===== config.mk =====
export PLATFORM = sky130hd
export DESIGN_NAME = risc_ctrl_ws
export DESIGN_NICKNAME = d
export VERILOG_FILES = /design/src/rtl/risc_ctrl_ws.sv
export SDC_FILE = /design/constraint.sdc
export NUM_CORES = 1
export LEC_CHECK = 0
export ABC_CLOCK_PERIOD_IN_PS = 6600
export CORE_ASPECT_RATIO = 1.4
export CORE_MARGIN = 3
export CORE_UTILIZATION = 30
export CTS_BUF_LIST = sky130_fd_sc_hd__clkbuf_16
export CTS_CLUSTER_SIZE = 20
export DETAILED_ROUTE_END_ITERATION = 7
export SETUP_SLACK_MARGIN = 0.02
export SYNTH_ARGS = -nofsm -noshare
export SYNTH_HDL_FRONTEND = slang
export SYNTH_SLANG_ARGS = --single-unit
export TNS_END_PERCENT = 5

===== constraint.sdc =====
create_clock -name clk -period 6.6 [get_ports clk]
set_clock_uncertainty 0.1 [all_clocks]
set_input_delay 0.66 -clock clk [delete_from_list [all_inputs] [get_ports clk]]
set_output_delay 0.66 -clock clk [all_outputs]
set_load 0.1 [all_outputs]

===== src/rtl/risc_ctrl_ws.sv =====
// risc_ctrl_ws: 8-phase fetch/execute sequencer with memory wait-states,
// wait-timeout bus error, resumable HALT and single-step debug pause.
module risc_ctrl_ws #(
    parameter int OP_W     = 3,
    parameter int MAX_WAIT = 15
) (
    input  logic            clk,
    input  logic            rst_,
    input  logic [OP_W-1:0] opcode,
    input  logic            zero,
    input  logic            mem_rdy,
    input  logic            resume,
    input  logic            step_en,
    input  logic            step,
    output logic            rd,
    output logic            wr,
    output logic            ld_ir,
    output logic            ld_ac,
    output logic            ld_pc,
    output logic            inc_pc,
    output logic            halt,
    output logic            data_e,
    output logic            sel,
    output logic            bus_err,
    output logic            stalled,
    output logic [2:0]      phase
);

    typedef enum logic [2:0] {
        P0_INST_ADDR  = 3'd0,
        P1_INST_FETCH = 3'd1,
        P2_INST_LOAD  = 3'd2,
        P3_IDLE       = 3'd3,
        P4_OP_ADDR    = 3'd4,
        P5_OP_FETCH   = 3'd5,
        P6_ALU_OP     = 3'd6,
        P7_STORE      = 3'd7
    } phase_e;

    localparam logic [OP_W-1:0] OP_HLT = OP_W'(3'd0);
    localparam logic [OP_W-1:0] OP_SKZ = OP_W'(3'd1);
    localparam logic [OP_W-1:0] OP_ADD = OP_W'(3'd2);
    localparam logic [OP_W-1:0] OP_AND = OP_W'(3'd3);
    localparam logic [OP_W-1:0] OP_XOR = OP_W'(3'd4);
    localparam logic [OP_W-1:0] OP_LDA = OP_W'(3'd5);
    localparam logic [OP_W-1:0] OP_STO = OP_W'(3'd6);
    localparam logic [OP_W-1:0] OP_JMP = OP_W'(3'd7);
    localparam logic [7:0]      WAIT_LAST = 8'(MAX_WAIT - 1);

    phase_e     phase_r;
    phase_e     phase_nxt_s;
    logic [7:0] wcnt_r;
    logic [7:0] wcnt_nxt_s;
    logic       bus_err_r;
    logic       err_nxt_s;
    logic       hold_s;

    logic is_hlt_s;
    logic is_skz_s;
    logic is_alu_s;
    logic is_sto_s;
    logic is_jmp_s;
    logic wait_phase_s;

    // Codes above 7 match none of these and therefore behave as NOP.
    assign is_hlt_s = (opcode == OP_HLT);
    assign is_skz_s = (opcode == OP_SKZ);
    assign is_alu_s = (opcode == OP_ADD) || (opcode == OP_AND) ||
                      (opcode == OP_XOR) || (opcode == OP_LDA);
    assign is_sto_s = (opcode == OP_STO);
    assign is_jmp_s = (opcode == OP_JMP);

    // P7 only touches memory when it reads an operand or writes the accumulator.
    assign wait_phase_s = (phase_r == P2_INST_LOAD) ||
                          ((phase_r == P7_STORE) && (is_alu_s || is_sto_s));

    // State register: phase, wait counter and sticky bus error.
    always_ff @(posedge clk or negedge rst_) begin
        if (!rst_) begin
            phase_r   <= P0_INST_ADDR;
            wcnt_r    <= 8'd0;
            bus_err_r <= 1'b0;
        end else begin
            phase_r   <= phase_nxt_s;
            wcnt_r    <= wcnt_nxt_s;
            bus_err_r <= err_nxt_s;
        end
    end

    // Next-state: wait/timeout first, then HALT hold, then step pause, else advance.
    always_comb begin
        phase_nxt_s = phase_r;
        wcnt_nxt_s  = wcnt_r;
        err_nxt_s   = bus_err_r;
        hold_s      = 1'b1;
        if (bus_err_r) begin
            phase_nxt_s = phase_r;
        end else if (wait_phase_s && !mem_rdy) begin
            if (wcnt_r == WAIT_LAST) begin
                err_nxt_s = 1'b1;
            end else begin
                wcnt_nxt_s = wcnt_r + 8'd1;
            end
        end else if ((phase_r == P4_OP_ADDR) && is_hlt_s && !resume) begin
            phase_nxt_s = phase_r;
        end else if ((phase_r == P0_INST_ADDR) && step_en && !step) begin
            phase_nxt_s = phase_r;
        end else begin
            phase_nxt_s = phase_e'(phase_r + 3'd1);
            wcnt_nxt_s  = 8'd0;
            hold_s      = 1'b0;
        end
    end

    // Datapath strobes decoded from the current phase, opcode and zero flag.
    always_comb begin
        rd     = 1'b0;
        wr     = 1'b0;
        ld_ir  = 1'b0;
        ld_ac  = 1'b0;
        ld_pc  = 1'b0;
        inc_pc = 1'b0;
        halt   = 1'b0;
        data_e = 1'b0;
        sel    = 1'b0;
        if (bus_err_r) begin
            halt = 1'b1;
        end else begin
            case (phase_r)
                P0_INST_ADDR: begin
                    sel = 1'b1;
                end
                P1_INST_FETCH: begin
                    sel = 1'b1;
                    rd  = 1'b1;
                end
                P2_INST_LOAD, P3_IDLE: begin
                    sel   = 1'b1;
                    rd    = 1'b1;
                    ld_ir = 1'b1;
                end
                P4_OP_ADDR: begin
                    inc_pc = 1'b1;
                    halt   = is_hlt_s;
                end
                P5_OP_FETCH: begin
                    rd = is_alu_s;
                end
                P6_ALU_OP: begin
                    rd     = is_alu_s;
                    inc_pc = is_skz_s & zero;
                    ld_pc  = is_jmp_s;
                    data_e = is_sto_s;
                end
                P7_STORE: begin
                    rd     = is_alu_s;
                    ld_ac  = is_alu_s;
                    ld_pc  = is_jmp_s;
                    wr     = is_sto_s;
                    data_e = is_sto_s;
                end
                default: begin
                    sel = 1'b0;
                end
            endcase
        end
    end

    assign bus_err = bus_err_r;
    assign stalled = hold_s;
    assign phase   = phase_r;

endmodule

# == Word level (Yosys, flattened, before mapping) ==
# Cells that the tools add are included.
# totals
word_cells,80
regBits,12
output_inout_bits,14
input_bits,10
# op_classes
add_sub_neg,2
bitwise,5
n_reduce_logical,23
mux,29
eq_ne,18
# ops
op,count
two-way mux 8 bit,4
== test 3 bit (second input constant),8
two-way mux 1 bit,23
== test 3 x 2 -> 1 bit (second input constant),4
adder 8 x 1 -> 8 bit (second input constant),1
== test 8 x 4 -> 1 bit (second input constant),1
AND reduction 4 bit,2
== test 3 x 1 -> 1 bit (second input constant),2
logical AND 1 bit,6
zero test 3 bit,2
inequality test 2 bit (second input constant),3
OR reduction 3 bit,2
logical OR 1 bit,5
NOT 1 bit,4
one-hot mux 1 bit (2 select lines),2
OR reduction 2 bit,2
OR reduction 4 bit,1
adder 3 x 1 -> 3 bit (second input constant),1
zero test 1 bit,3
bitwise AND 1 bit,1

# == Longest topological paths before layout ==
# Gate-level depths: netlist (run 1).
# depth
ltp_word,10
mapped_depth,9
depth_no_buf,7

# == Worst setup path after synthesis (run 1) ==
# No wires, ideal clock.
# synth_timing
path_type,register -> output
from,register phase_r[2] (netlist: phase[2])
to,output data_e
slack_ns,1.340
stages_incl_launch_ff,4
arrival_time_ns,4.500
cell_sequence,dfrtp_1 -> clkbuf_1 -> nor2b_1 -> nor4b_1
# synth_via
elab_chain_cells,4
elab_cells_between_ends,5
classes_between,2 x eq/ne; 2 x mux; 1 x reduce/logical
# synth_lines
item,line_no,rtl
"start, declared",50,phase_e phase_r;
"start signal, assigned",84,phase_r <= phase_nxt_s;
== test 3 bit,129,case (phase_r)
OR reduction 2 bit (no line) *,--,
two-way mux 1 bit *,129,
two-way mux 1 bit *,126,if (bus_err_r) begin
"end, declared",22,"output logic data_e,"
# Mark *: on every way between the ends. The rest lies on a longest branch, timed or not.

# == Worst setup path after layout (run 1) ==
# layout_timing
from,input opcode[2]
to,output stalled
# layout_via
elab_chain_cells,10
elab_cells_between_ends,18
classes_between,5 x eq/ne; 3 x mux; 10 x reduce/logical
# layout_lines
item,line_no,rtl
"start, declared",9,"input logic [OP_W-1:0] opcode,"
== test 3 x 2 -> 1 bit,68,assign is_alu_s = (opcode == OP_ADD) || (opcode == OP_AND) ||
logical OR 1 bit (2 in series),68,
logical OR 1 bit,69,(opcode == OP_XOR) || (opcode == OP_LDA);
logical OR 1 bit,75,((phase_r == P7_STORE) && (is_alu_s || is_sto_s));
logical AND 1 bit,75,
logical OR 1 bit,74,assign wait_phase_s = (phase_r == P2_INST_LOAD) ||
logical AND 1 bit,98,end else if (wait_phase_s && !mem_rdy) begin
two-way mux 1 bit *,98,
two-way mux 1 bit *,96,if (bus_err_r) begin
"end, declared",25,"output logic stalled,"
# Marked as above.

==> impl_metrics.env, run 1 <==
export IMPL_vias=729
export IMPL_place_congestion=0.723
export IMPL_area_growth_pct=37.6
export IMPL_critPathCaptureType="output port"
export IMPL_worst_endpoint_required_ns=5.84
export IMPL_ios=24
export IMPL_num_nets_final=126
export IMPL_path_max_fanout=7
export IMPL_die_x_um=51.0
export IMPL_yosysUniqueCellTypes=33
export IMPL_cts_tree="done"
export IMPL_htreeDepth=1
export IMPL_peakVddDrop_v=0.000354
export IMPL_core_area_um2=2670
export IMPL_synth_edff_count=0
export IMPL_post_cts_resized=0
export IMPL_rsz0062_at_grt="no"
export IMPL_grt_overflow=0
export IMPL_finalWirelength_um=1840
export IMPL_cts_setup_buffers=0
export IMPL_first_iter_violations=6
export IMPL_finalSetupTns_ns=0
export IMPL_drive_gt1_frac=0.131
export IMPL_grt_total_usage=0.118
export IMPL_final_common_cell="clkdlybuf4s50_1"
export IMPL_netSwitchingPower_mw=0.330
export IMPL_fmax_mhz=252
export IMPL_placed_cells=140
export IMPL_final_cells=143
export IMPL_period_minus_slack_ns=3.97
export IMPL_slew_violations=0
export IMPL_ys_seq_elements=12
export IMPL_drc=0
export IMPL_setup_ws_ns=2.63
export IMPL_arrival_ns=3.21
export IMPL_period_share=0.601
export IMPL_root_buffer="clkbuf_16"
export IMPL_place_hpwl_um=1360
export IMPL_cts_sinks=12
export IMPL_chipHeight_um=69.1
export IMPL_power_frac_clock=0.180
export IMPL_synth_main_ff_cell="dfrtp_1"
export IMPL_grt_max_degree=13
export IMPL_antenna_found_initial=0
export IMPL_final_cell_mix="clkdlybuf4s50_1, dfrtp_1, ha_1"
export IMPL_power_internal_mw=0.269
export IMPL_hold_buffers=0
export IMPL_ys_warnings_count=0
export IMPL_setup_violations=0
export IMPL_finalHoldViolCount=0
export IMPL_crit_path_start_kind="input pin"
export IMPL_post_synth_instance_area_um2=852
export IMPL_place_area_um2=1100
export IMPL_drv_cap=0
export IMPL_antenna_cells=0
export IMPL_p_per_area_nw_per_um2=511
export IMPL_syn_avg_cell_area_um2=10.0
export IMPL_worst_pin_slew_ns=0.968
export IMPL_drtAntennaViolNets=0
export IMPL_grt_pass1_wl_um=3330
export IMPL_p_leak_nw=0.516
export IMPL_synthesis_nets=102
export IMPL_rows=22
export IMPL_avgViaCountPerCell=5.10
export IMPL_cts_buffers=3
export IMPL_stdcell_area_um2=1170
export IMPL_netlist_instances=85
export IMPL_ctsLongestPathBuffers=2
export IMPL_async_flop_share=1.00
export IMPL_die_area_um2=3520
export IMPL_yosysSeqAreaShare=0.352
export IMPL_holdWs_ns=0.430
export IMPL_grt_pass1_vias=778
export IMPL_clk_insertion_delay_late_ns=0.24
export IMPL_portBuffers=23
export IMPL_status="finished, final reports clean"
export IMPL_relSlewSlack=0.353
export IMPL_hold_class="flop to flop"
export IMPL_drtPass1Iterations=4
export IMPL_crit_type="input pin to output port"
export IMPL_seq_power_share=0.189
export IMPL_p_comb_frac=0.631
export IMPL_place_ws_ns=2.63
export IMPL_wl_per_cell_um=12.8
export IMPL_swShare=0.550
export IMPL_initial_core_util=0.319
export IMPL_path_clk_slew_ns=0.04
## registers in the layout, indices dropped and copies added, names as in the netlist
signal,flops
wcnt_r,8
phase,3
bus_err,1
## metrics by stage
| stage | total power [mW] | util |
|---|---|---|
| after floorplan | 0.418 | - |
| final | 0.599 | 0.439 |
| after detailed placement | 0.493 | 0.411 |
| after global routing | 0.630 | 0.439 |
| after global placement | 0.495 | 0.411 |
| after CTS | 0.604 | 0.439 |
## routing by layer
layer | vias up | track usage | wire [µm]
met5 | - | 0 | 0
met4 | 0 | 0.0599 | 39
met3 | 5 | 0.0259 | 82
met2 | 19 | 0.198 | 935
met1 | 354 | 0.137 | 779
li1 | 351 | - | -
## critical path: stages
cell and delay, ns:
clkdlybuf4s50_1 0.48, and3_1 0.22, o32a_4 0.34, o211ai_1 0.26, clkdlybuf4s50_1 1.24
## layout make-up
| cell class | instances | area, µm² |
|---|---|---|
| Fill cell | 263 | 1500 |
| Sequential cell | 12 | 300 |
| Inverter | 4 | 15.0 |
| Clock buffer | 3 | 75.1 |
| Timing Repair Buffer | 23 | 230 |
| Tap cell | 36 | 45.0 |
| Multi-Input combinational cell | 65 | 507 |
## final timing paths
kind / cells past startpoint / endpoint / slack [ns] / startpoint
worst max-delay path: 5 / stalled / 2.63 / opcode[2]
min in group asynchronous: 1 / phase[2] / 0.69 / rst_
worst min register to register: 1 / wcnt_r[7] / 0.43 / wcnt_r[7]
worst min-delay path: 1 / wcnt_r[7] / 0.43 / wcnt_r[7]
max in group asynchronous: 1 / wcnt_r[6] / 5.34 / rst_
worst max register to register: 7 / wcnt_r[2] / 4.07 / phase[1]
## cells in the mapped netlist, drive strengths merged (3+ instances only)
library cell	count	area (µm²)
nor2	6	25.0
nand3	4	20.0
nand2b	5	31.3
inv	4	15.0
ha	7	87.6
and3	4	25.0
nor3b	3	22.5
dfrtp	12	300
o2bb2ai	3	26.3
and2b	3	26.3
o22a	3	30.0
o21ai	4	20.0
## power groups by stage
stage	logic, mW	clock network, mW	registers, mW
after global routing	0.399	0.114	0.116
after detailed placement	0.380	0	0.113
after CTS	0.381	0.110	0.113
final	0.378	0.108	0.113
after global placement	0.382	0	0.113
after floorplan	0.246	0	0.172
## logic make-up (layout without fill, tap and decap cells)
logic type / Yosys count / after routing / synth area share
multiplexers: 2 / 2 / 0.0264
AO/OA/AOI/OAI: 16 / 16 / 0.163
adder cells (fa/ha/maj): 7 / 7 / 0.103
flip-flops: 12 / 12 / 0.352
buffers and inverters: 8 / 30 / 0.0529
AND/OR/NAND/NOR: 36 / 36 / 0.261
XOR/XNOR: 4 / 4 / 0.0411
(Power assumes the default switching activity.)
==> inputs of run 2 (changes only) <==
Settings changed: ABC_CLOCK_PERIOD_IN_PS 6600 to 3800.
Clock period 6.6 ns to 3.8 ns, I/O delays scaled along.
==> run 2 against run 1 <==
Sequential share of layout area is 0.22 points higher. Core utilization shrank 0.37 points. Via count down 0.27%. Clock-buffer cell count stayed put. Design area down 0.85%. Worst hold slack worse by 0.044 ns. Die area is the same. First-iteration DRC count grew to 2.7 times the previous value.
==> impl_metrics.env, run 2 (synthesized netlist as in run 1, its figures left out) <==
export IMPL_core_area_um2=2670
export IMPL_status="finished, final reports clean"
export IMPL_reg2reg_from="phase[1]"
export IMPL_cts_tree="done"
export IMPL_r2r_cells=7
export IMPL_cts_buffers=3
export IMPL_cts_setup_buffers=0
export IMPL_grt_busiest_layer="met2"
export IMPL_root_buffer="clkbuf_16"
export IMPL_drtAntennaViolNets=0
export IMPL_met1_usage=0.151
export IMPL_place_congestion=0.927
export IMPL_first_iter_violations=16
export IMPL_critPathTopFamily="compound AO/OA/AOI/OAI gates"
export IMPL_cp_depth=6
export IMPL_clk_insertion_delay_late_ns=0.24
export IMPL_final_cell_mix="clkdlybuf4s50_1, dfrtp_1, buf_4"
export IMPL_post_cts_resized=0
export IMPL_critPathCapture="stalled"
export IMPL_cp_cell_sequence="ha_1 -> ha_1 -> nand2b_1 -> o32a_4 -> o211ai_1 -> buf_4"
export IMPL_hold_class="input pin to async pin"
export IMPL_hold_buffers=0
export IMPL_area_growth_pct=36.4
export IMPL_relSlewSlack=0.349
export IMPL_rows=22
export IMPL_grt_pass1_wl_um=3360
export IMPL_grt_util_met3=0.0216
export IMPL_path_max_fanout=7
export IMPL_ff2ff_setup_slack_ns=1.28
export IMPL_top_register="wcnt_r"
export IMPL_antenna_found_initial=0
export IMPL_crit_buf_inv=1
export IMPL_finalWirelength_um=1840
export IMPL_die_x_um=51.0
export IMPL_fmax_mhz=374
export IMPL_crit_path_start_kind="flop"
export IMPL_htreeDepth=1
export IMPL_portBuffers=23
export IMPL_die_area_um2=3520
export IMPL_antenna_cells=0
export IMPL_setup_violations=0
export IMPL_vias=727
export IMPL_met2_usage=0.198
export IMPL_period_minus_slack_ns=2.67
export IMPL_worst_pin_slew_ns=0.973
export IMPL_path_clk_slew_ns=0.04
export IMPL_cts_sinks=12
export IMPL_drive_gt1_frac=0.213
export IMPL_drc=0
export IMPL_cpMaxStageDelayCell="dfrtp_1"
export IMPL_slowest_delay_ns=0.44
export IMPL_chipHeight_um=69.1
export IMPL_wl_per_cell_um=12.8
export IMPL_drtPass1Iterations=4
export IMPL_num_nets_final=126
export IMPL_crit_top_cell="ha_1"
export IMPL_grt_total_usage=0.123
export IMPL_arrival_ns=2.19
export IMPL_grt_overflow=0
export IMPL_largest_register_ffs=8
export IMPL_slew_violations=0
export IMPL_place_hpwl_um=1460
export IMPL_period_share=0.703
export IMPL_r2r_end="wcnt_r[2]"
export IMPL_avgViaCountPerCell=5.05
export IMPL_finalHoldViolCount=0
export IMPL_critPathLaunch="phase[1]"
export IMPL_grt_max_degree=13
export IMPL_rsz0062_at_grt="no"
export IMPL_final_common_cell="clkdlybuf4s50_1"
export IMPL_crit_type="flop to output port"
export IMPL_initial_core_util=0.319
export IMPL_critPathCaptureType="output port"
export IMPL_ios=24
export IMPL_ctsLongestPathBuffers=2
export IMPL_drv_cap=0
export IMPL_worst_endpoint_required_ns=3.32
export IMPL_grt_pass1_vias=773
export IMPL_holdWs_ns=0.385
run 2: changes by cell type in the layout (fill, tap and decap cells not counted):
cell,delta
nor4b_1,-1
clkdlybuf4s50_1,-8
clkinv_1,+1
buf_4,+8
nor4b_2,+1
run 2: worst register-to-register path, cell delays in order, from the launching register on:
cell,delay [ns]
dfrtp_1,0.44
ha_1,0.19
ha_1,0.17
nand2b_1,0.07
o32a_4,0.39
or3_1,0.50
and2_4,0.25
a211o_1,0.29
run 2: how the worst min path moves through the flow:
stage	start	endpoint	slack, ns
after global routing	rst_	phase[2]	0.44
after CTS	rst_	phase[0]	0.41
after detailed placement	wcnt_r[7]	wcnt_r[7]	0.42
after floorplan	rst_	bus_err	-0.02
after global placement	wcnt_r[7]	wcnt_r[7]	0.42
final	rst_	phase[0]	0.39
run 2: routing by layer:
metal | part of all wire | up-vias
met5 | 0 | -
met4 | 0.019 | 0
met3 | 0.037 | 3
met2 | 0.51 | 17
met1 | 0.43 | 358
li1 | - | 349
run 2: layout make-up:
class | count | area, µm²
clock buffers | 3 | 75.1
clock inverters | 1 | 3.75
fillers | 272 | 1510
inverters | 4 | 15.0
multi-input cells | 65 | 513
flip-flops and latches | 12 | 300
well taps | 36 | 45.0
repair buffers | 23 | 210
run 2: stage by stage:
step,instances,utilization,setup WS (ns),setup TNS [ns],cell area [µm²]
2_1_floorplan,85,-,-0.277,-1.88,858
3_3_place_gp,140,0.406,1.16,0,1080
3_5_place_dp,140,0.406,1.10,0,1080
4_1_cts,144,0.435,1.07,0,1160
5_1_grt,144,0.435,0.964,0,1160
6_report,144,0.435,1.13,0,1160
Power of run 2 is not shown: default switching activity piles up to over one toggle a cycle in this logic, so the estimate is an artifact.
==> inputs of run 3 (changes only) <==
Settings changed: ABC_CLOCK_PERIOD_IN_PS 3800 to 2600.
Clock period 3.8 ns to 2.6 ns, I/O delays scaled along.
==> run 3 against run 2 <==
First-iteration DRC count shrank 63%. Core utilization grew 4.6 points. Die area is the same. Non-clock buffer count grew 1. Worst setup slack lost 0.94 ns. Design area grew 11%. Highest routed layer unchanged.
==> impl_metrics.env, run 3 (synthesized netlist as in run 1, its figures left out) <==
export IMPL_power_internal_mw=0.769
export IMPL_worst_pin_slew_ns=0.702
export IMPL_grt_overflow=0
export IMPL_worst_endpoint_required_ns=2.24
export IMPL_vias=734
export IMPL_drc=0
export IMPL_grt_pass1_wl_um=3680
export IMPL_antenna_cells=0
export IMPL_cts_tree="done"
export IMPL_path_clk_slew_ns=0.04
export IMPL_fmax_mhz=414
export IMPL_fillCellCount=259
export IMPL_post_cts_resized=0
export IMPL_arrival_ns=2.06
export IMPL_rows=22
export IMPL_htreeDepth=1
export IMPL_hold_class="input pin to async pin"
export IMPL_initial_core_util=0.319
export IMPL_first_iter_violations=6
export IMPL_avgViaCountPerCell=5.06
export IMPL_die_area_um2=3520
export IMPL_cts_sinks=12
export IMPL_period_minus_slack_ns=2.42
export IMPL_holdWs_ns=0.281
export IMPL_period_share=0.930
export IMPL_cpMaxStageDelayCell="dfrtp_4"
export IMPL_antenna_found_initial=0
export IMPL_die_x_um=51.0
export IMPL_finalWirelength_um=2130
export IMPL_root_buffer="clkbuf_16"
export IMPL_multi_input_area_um2=546
export IMPL_p_per_area_nw_per_um2=1290
export IMPL_grt_max_degree=13
export IMPL_ios=24
export IMPL_power_frac_clock=0.168
export IMPL_drtAntennaViolNets=0
export IMPL_peakVddDrop_v=0.00132
export IMPL_status="finished, final reports clean"
export IMPL_cts_buffers=3
export IMPL_rsz0062_at_grt="no"
export IMPL_cts_setup_buffers=0
export IMPL_seq_power_share=0.185
export IMPL_final_cell_mix="dfrtp_1, clkdlybuf4s50_1, buf_4"
export IMPL_seqCellArea_um2=312
export IMPL_core_area_um2=2670
export IMPL_critPathTopFamily="compound AO/OA/AOI/OAI gates"
export IMPL_path_max_fanout=7
export IMPL_chipHeight_um=69.1
export IMPL_largest_register_ffs=8
export IMPL_crit_top_cell="ha_1"
export IMPL_drive_gt1_frac=0.367
export IMPL_area_growth_pct=51.0
export IMPL_relSlewSlack=0.530
export IMPL_hold_buffers=0
export IMPL_cp_cell_sequence="ha_1 -> ha_1 -> nand2b_1 -> o32a_4 -> o211ai_1 -> buf_12"
export IMPL_critPathCaptureType="output port"
export IMPL_drtPass1Iterations=4
export IMPL_slew_violations=0
export IMPL_top_register="wcnt_r"
export IMPL_place_congestion=0.753
export IMPL_clk_insertion_delay_late_ns=0.24
export IMPL_crit_buf_inv=1
export IMPL_slowest_delay_ns=0.45
export IMPL_wl_per_cell_um=14.7
export IMPL_drv_cap=0
export IMPL_crit_type="flop to output port"
export IMPL_portBuffers=23
export IMPL_place_hpwl_um=1720
export IMPL_crit_path_start_kind="flop"
export IMPL_ctsLongestPathBuffers=2
export IMPL_swShare=0.535
export IMPL_netSwitchingPower_mw=0.884
export IMPL_grt_total_usage=0.133
export IMPL_setup_violations=0
export IMPL_p_comb_frac=0.647
export IMPL_grt_pass1_vias=770
export IMPL_finalHoldViolCount=0
export IMPL_finalPower_mw=1.65
export IMPL_num_nets_final=127
export IMPL_p_leak_nw=0.576
==> run 3: cell types whose count changed in the layout (fill, tap and decap cells not counted), sizes merged <==
cell | before | now
buf | 8 | 15
clkdlybuf4s50 | 15 | 9
inv | 4 | 5
clkinv | 1 | 0
==> run 3: cell type report <==
| class | instances | area share |
|---|---|---|
| Clock buffer | 3 | 0.0584 |
| Clock inverter | 1 | 0.00292 |
| Inverter | 4 | 0.0117 |
| Multi-Input combinational cell | 65 | 0.424 |
| Sequential cell | 12 | 0.242 |
| Tap cell | 36 | 0.0350 |
| Timing Repair Buffer | 24 | 0.226 |
==> run 3: through the flow <==
stage	setup WS, ns	util	setup TNS [ns]	instances	instance area [µm²]
after detailed placement	0.211	0.452	0	141	1210
after global routing	0.0923	0.482	0	145	1290
after CTS	0.172	0.482	0	145	1290
after global placement	0.232	0.452	0	141	1210
after floorplan	-0.873	-	-11.03	85	912
final	0.183	0.482	0	145	1290
==> run 3: worst paths after layout <==
kind                                 from         to  slack (ns)  cells past startpoint
worst min-delay path                 rst_  wcnt_r[1]        0.28                      1
worst max register to register   phase[0]  wcnt_r[2]        0.32                      7
max in group asynchronous            rst_   phase[1]        1.71                      1
worst min register to register  wcnt_r[7]  wcnt_r[7]        0.43                      1
worst max-delay path             phase[1]    stalled        0.18                      6
min in group clk                wcnt_r[7]  wcnt_r[7]        0.43                      1
==> run 3: power groups by stage <==
| stage | clock network, mW | logic, mW | registers [mW] |
|---|---|---|---|
| floorplan | 0 | 0.665 | 0.459 |
| global placement | 0 | 1.07 | 0.306 |
| detailed placement | 0 | 1.08 | 0.309 |
| CTS | 0.285 | 1.08 | 0.307 |
| global route | 0.295 | 1.12 | 0.317 |
| finish | 0.277 | 1.07 | 0.306 |
==> run 3: metal layers <==
layer / global-route usage / vias up / routed length (µm)
met4: 0.0449 / 0 / 19
li1: - / 354 / -
met3: 0.0194 / 4 / 92
met5: 0 / - / 0
met2: 0.258 / 24 / 1210
met1: 0.136 / 352 / 803
